[src/rtl/button_conditioner.sv]
// Push-button front end: two-flop synchroniser, shared sample-tick prescaler and
// per-button debounce counters producing a clean level plus press/release pulses.

module button_debounce_ch #(
  parameter int STABLE_SAMPLES = 4
) (
  input  logic clk,
  input  logic reset,
  input  logic tick_i,
  input  logic sync_i,
  output logic level_o,
  output logic press_o,
  output logic release_o
);
  localparam logic [3:0] STABLE_L = 4'(STABLE_SAMPLES);

  logic [3:0] cnt_q, cnt_d;
  logic       level_q, level_d;
  logic       press_q, press_d;
  logic       release_q, release_d;

  always_comb begin
    cnt_d     = cnt_q;
    level_d   = level_q;
    press_d   = 1'b0;
    release_d = 1'b0;
    if (tick_i) begin
      if (sync_i == level_q) begin
        cnt_d = '0;
      end else if (cnt_q + 4'd1 == STABLE_L) begin
        // enough consecutive disagreeing samples: commit and flag the edge direction
        level_d   = sync_i;
        cnt_d     = '0;
        press_d   = sync_i;
        release_d = ~sync_i;
      end else begin
        cnt_d = cnt_q + 4'd1;
      end
    end
  end

  always_ff @(posedge clk or posedge reset) begin
    if (reset) begin
      cnt_q     <= '0;
      level_q   <= 1'b0;
      press_q   <= 1'b0;
      release_q <= 1'b0;
    end else begin
      cnt_q     <= cnt_d;
      level_q   <= level_d;
      press_q   <= press_d;
      release_q <= release_d;
    end
  end

  assign level_o   = level_q;
  assign press_o   = press_q;
  assign release_o = release_q;
endmodule

module button_conditioner #(
  parameter int NUM_BUTTONS    = 4,
  parameter int TICK_BITS      = 16,
  parameter int STABLE_SAMPLES = 4
) (
  input  logic                   clk,
  input  logic                   reset,
  input  logic [NUM_BUTTONS-1:0] btn_raw,
  output logic [NUM_BUTTONS-1:0] btn_level,
  output logic [NUM_BUTTONS-1:0] btn_press,
  output logic [NUM_BUTTONS-1:0] btn_release,
  output logic                   sample_tick
);
  logic [TICK_BITS-1:0]   presc_q, presc_d;
  logic [NUM_BUTTONS-1:0] sync1_q, sync2_q;

  assign presc_d     = presc_q + TICK_BITS'(1);
  assign sample_tick = &presc_q;

  always_ff @(posedge clk or posedge reset) begin
    if (reset) begin
      presc_q <= '0;
      sync1_q <= '0;
      sync2_q <= '0;
    end else begin
      presc_q <= presc_d;
      sync1_q <= btn_raw;
      sync2_q <= sync1_q;
    end
  end

  for (genvar i = 0; i < NUM_BUTTONS; i++) begin : g_ch
    button_debounce_ch #(.STABLE_SAMPLES(STABLE_SAMPLES)) u_ch (
      .clk      (clk),
      .reset    (reset),
      .tick_i   (sample_tick),
      .sync_i   (sync2_q[i]),
      .level_o  (btn_level[i]),
      .press_o  (btn_press[i]),
      .release_o(btn_release[i])
    );
  end
endmodule

[config.mk]
export PLATFORM = sky130hd
export DESIGN_NAME = button_conditioner
export DESIGN_NICKNAME = d
export VERILOG_FILES = /design/src/rtl/button_conditioner.sv
export SDC_FILE = /design/constraint.sdc
export NUM_CORES = 1
export LEC_CHECK = 0
export ABC_AREA = 1
export BUFFER_PORTS_ARGS = -buffer_cell sky130_fd_sc_hd__buf_2
export CORE_MARGIN = 3
export CORE_UTILIZATION = 40
export CTS_CLUSTER_DIAMETER = 200
export DETAILED_ROUTE_END_ITERATION = 12
export MAX_ROUTING_LAYER = met4
export PLACE_DENSITY = 0.59
export SYNTH_ARGS = -nofsm -noshare
export SYNTH_HDL_FRONTEND = slang
export SYNTH_SLANG_ARGS = --single-unit
[constraint.sdc]
create_clock -name clk -period 2.4 [get_ports clk]
set_input_delay 0.48 -clock clk [delete_from_list [all_inputs] [get_ports clk]]
set_output_delay 0.48 -clock clk [all_outputs]
set_load 0.05 [all_outputs]
* Word-level counts from Yosys, hierarchy flattened *
Index checks and enable logic that the tools add are counted.

cells by class
  $add $sub $neg = 5
  multiply operators = 0
  div/mod/pow operators = 0
  $lt $le $gt $ge = 0
  equal/unequal tests = 8
  shifts and indexed selects = 0
  multiplexer cells = 32
  bitwise logic cells = 8
  reduce and logical (&&, ||, !) cells = 5

operators by type and width
  operator                                       count
  AND reduction 18 bit                           4
  two-way mux 4 bit                              8
  two-way mux 1 bit                              24
  adder 16 x 1 -> 16 bit, second input constant  1
  adder 4 x 1 -> 4 bit, second input constant    4
  == test 4 x 3 -> 1 bit, second input constant  4
  AND reduction 16 bit                           1
  NOT 1 bit                                      8
  == test 1 bit                                  4

storage, ports and cells
  register bits after elaboration = 52
  bits in latches = 0
  bits in writable memories = 0
  ROM bits = 0
  bits of input ports = 6
  output and inout bits = 13
  logic and storage cells = 77
  memories kept = 0

* Depth between registers and ports, before layout *
  depth after elaboration = 5
  depth in mapped cells = 9
  mapped depth without buffers = 9

* Modules after synthesis *
Synthesis repeated with hierarchy kept, for this count alone.

unflattened totals
  cell total of the unflattened synthesis = 265
  area, all modules = 2357.3 µm²

modules (own cells, without submodules)
  module              times used  cells an instance  area an instance (µm²)  seq. area each (µm²)
  button_debounce_ch  4           41                 336.6                   175.2
  button_conditioner  1           101                1011.0                  600.6

* Worst setup path before layout *
No wires, ideal clock.

  path kind = register to output
  from = register presc_q[0]
  to = output port sample_tick
  data arrival time = 1.234 ns
  required time = 1.920 ns
  slack = 0.686 ns
  cell stages (with the launch flop) = 8
  path buffers = 0
  path through = dfrtp_1 ha_1 nand2_1 inv_2 nand2_2 nor2_4 nand3_4 inv_2

on the way
  cells in the longest elaborated chain, start to end = 1

ends and longest elaborated chain
  element                   line  RTL
  start: declaration        74    logic [TICK_BITS-1:0] presc_q, presc_d;
  start signal: assignment  86    presc_q <= presc_d;
  AND reduction 16 bit      78    assign sample_tick = &presc_q;
  end: declaration          72    output logic sample_tick

No other way between the ends.

* Final worst setup path *
Ends and elaborated chain as after synthesis.

==> qor.yml <==
detailed_routing:
  first_iter_violations: 79
  drtAntennaViolNets: 0
  routedWlPerCell_um: 11.4
  num_vias: 1670
  drc: 0
  viasPerCell: 4.63
  firstDrtPassIters: 4
  drt-total-wl_um: 4120
clock_tree:
  cts.sinks: 52
  insertion_delay_ns: 0.30
  path_clk_slew_ns: 0.09
  hold_buffers: 0
  cts.htree.levels: 2
  root_buffer: "clkbuf_8"
  cts.path.max_buffers: 2
  cts_buffers: 5
  cts_tree: "yes"
  post_cts_buffers: 0
  postCtsResizedCells: 0
yosys:
  synth_fa_ha_area_share_pct: 3.03
  ys_async_sr_fraction_pct: 100
  yosys-top-cells-count: "nand2_1, dfrtp_1, inv_1, nor2_1, nand3_1"
  syn_avg_cell_area_um2: 9.12
  synth_top_area_share_pct: 52.4
  syn_area_mm2: 0.00248
  synth.area.top_cells: "dfrtp_1, nand2_1, inv_1"
  synth-simple-area-share_pct: 25.8
  yosys.area.top_type: "dfrtp_1"
  synth_top_family_by_area: "simple AND/OR/NAND/NOR gates"
  syn_nets: 284
  synth_compound_area_share_pct: 3.43
  synth-edff-count: 0
  yosysMostFrequentCell: "nand2_1"
  synth_ff_type: "dfrtp_1"
  ys_seq_elements: 52
  yosys.cell_types.count: 24
  yosysWarnings: 0
  synth-xor-area-share_pct: 5.30
  yosys-mux-area-fraction_pct: 0
  synthCells: 272
  yosysSeqAreaShare_pct: 52.4
global_route:
  grt_pass1_wl_um: 7450
  grt_pass1_vias: 1648
  grt_usage_pct: 13.3
  grt_max_degree: 53
  overflow: 0
  antenna_found_initial: 0
job:
  drv_cap: 0
cells_and_area:
  drive_gt1_share_pct: 17.1
  n_antenna_cell: 0
  finish.utilization_pct: 44.9
  nets: 297
  area_delta_synth_final_pct: 7.82
sta:
  hold_viol_final: 0
  fmax_mhz: 453
  fin_crit_sh_pct: 92.0
  worst_slack_ns: 0.192
  skew_ns: 0.00688
  worst_slew_pin_slew_ns: 0.647
  setup_viol: 0
  slew_headroom_pct: 56.9
  post-route-min-period_ns: 2.21
  finalMaxSlewViolations: 0
  rsz0062_at_grt: "no"
  final.setup.tns_ns: 0
die:
  io_pins: 19
  die-height_um: 84.8
  die_w_um: 84.8
  die_area_mm2: 0.00718
  initial_core_util_pct: 41.7
  rows: 28
  core_area_mm2: 0.00596
placed_design:
  gp_congestion: 0.753
  portBuffers: 18
  hpwl_um: 2970
  dpl_worst_slack_ns: 0.517
worst_setup_path:
  cp-end-kind: "output port"
  critPathMaxFanout: 5
  cp.required_ns: 1.92
  critPathArrivalTime_ns: 1.73
  crit_type: "reg -> out"
  startpoint_type: "flop"
pwr:
  ir_drop_mv: 0.325
  p_per_area_mw_per_mm2: 562
  p_leak_nw: 1.33
hold_path:
  hold_path_class: "in -> reg"
status:
  status: "completed"
==> layer usage <==
layer / track usage [%] / vias up / part of all wire (%)
met5: - / - / 0
met4: 4.75 / 0 / 1.4
met3: 2.94 / 6 / 2.4
met2: 21.3 / 18 / 48
met1: 16.6 / 782 / 48
li1: - / 864 / -
==> report_power, final <==
part / switching, mW / total (mW) / internal, mW
registers: 0.00262 / 0.885 / 0.882
clock network: 0.274 / 0.583 / 0.310
logic: 0.0262 / 0.0340 / 0.00785
==> cell usage in the layout, fill, tap and decap left out, drive strengths merged <==
| master | count |
|---|---|
| clkinv | 1 |
| nor2 | 34 |
| bufinv | 1 |
| nand2 | 57 |
| nor3 | 9 |
| ha | 6 |
| clkbuf | 6 |
| inv | 36 |
| xor2 | 7 |
| a21oi | 5 |
| xnor2 | 8 |
| and2 | 2 |
| buf | 20 |
| o21ai | 12 |
| nand4 | 5 |
| dfrtp | 52 |
| nand3 | 24 |
| or2 | 1 |
==> sequential cells by signal, summed over array words and instances (netlist names) <==
signal and cells:
g_ch.u_ch.release_o 4, g_ch.u_ch.cnt_q 16, sync2_q 4, g_ch.u_ch.press_o 4, sync1_q 4, presc_q 16
g_ch.u_ch.level_o 4
==> cell families after synthesis <==
family / after synthesis
flip-flops: 52
buffers and inverters: 50
adder cells (fa/ha/maj): 6
AO/OA/AOI/OAI: 17
XOR/XNOR: 15
AND/OR/NAND/NOR: 132
==> layout make-up <==
| class | instances | area [um2] |
|---|---|---|
| clock inverters | 2 | 35.0 |
| flip-flops and latches | 52 | 1300 |
| fillers | 613 | 3280 |
| clock buffers | 6 | 72.6 |
| inverters | 36 | 135 |
| well taps | 75 | 93.8 |
| multi-input cells | 170 | 932 |
| repair buffers | 20 | 105 |
==> worst paths after layout <==
kind	start	end	slack [ns]	cells past startpoint
hold reg to reg	sync1_q[1]	sync2_q[1]	0.35	0
min in group asynchronous	reset	sync1_q[0]	0.34	3
max in group asynchronous	reset	sync2_q[3]	1.62	3
setup reg to reg	presc_q[0]	g_ch[0].u_ch.cnt_q[3]	0.85	7
setup / recovery	presc_q[0]	sample_tick	0.19	8
hold / removal	btn_raw[1]	sync1_q[1]	0.28	1
==> per-stage QoR <==
step / hold slack (ns) / total power, mW / cell area (um2) / std cells
finish: 0.279 / 1.50 / 2680 / 361
global route: 0.260 / 1.57 / 2680 / 361
CTS: 0.269 / 1.53 / 2680 / 361
detailed placement: 0.335 / 0.938 / 2570 / 353
global placement: 0.333 / 0.938 / 2570 / 353
floorplan: 0.331 / 0.925 / 2480 / 272
==> critical path, stage by stage, from the launching register on <==
cell	delay [ns]
dfrtp_1	0.37
ha_1	0.17
nand2_1	0.08
inv_2	0.09
nand2_2	0.09
nor2_4	0.18
nand3_4	0.08
inv_2	0.10
buf_2	0.27
(Power assumes the default switching activity.)
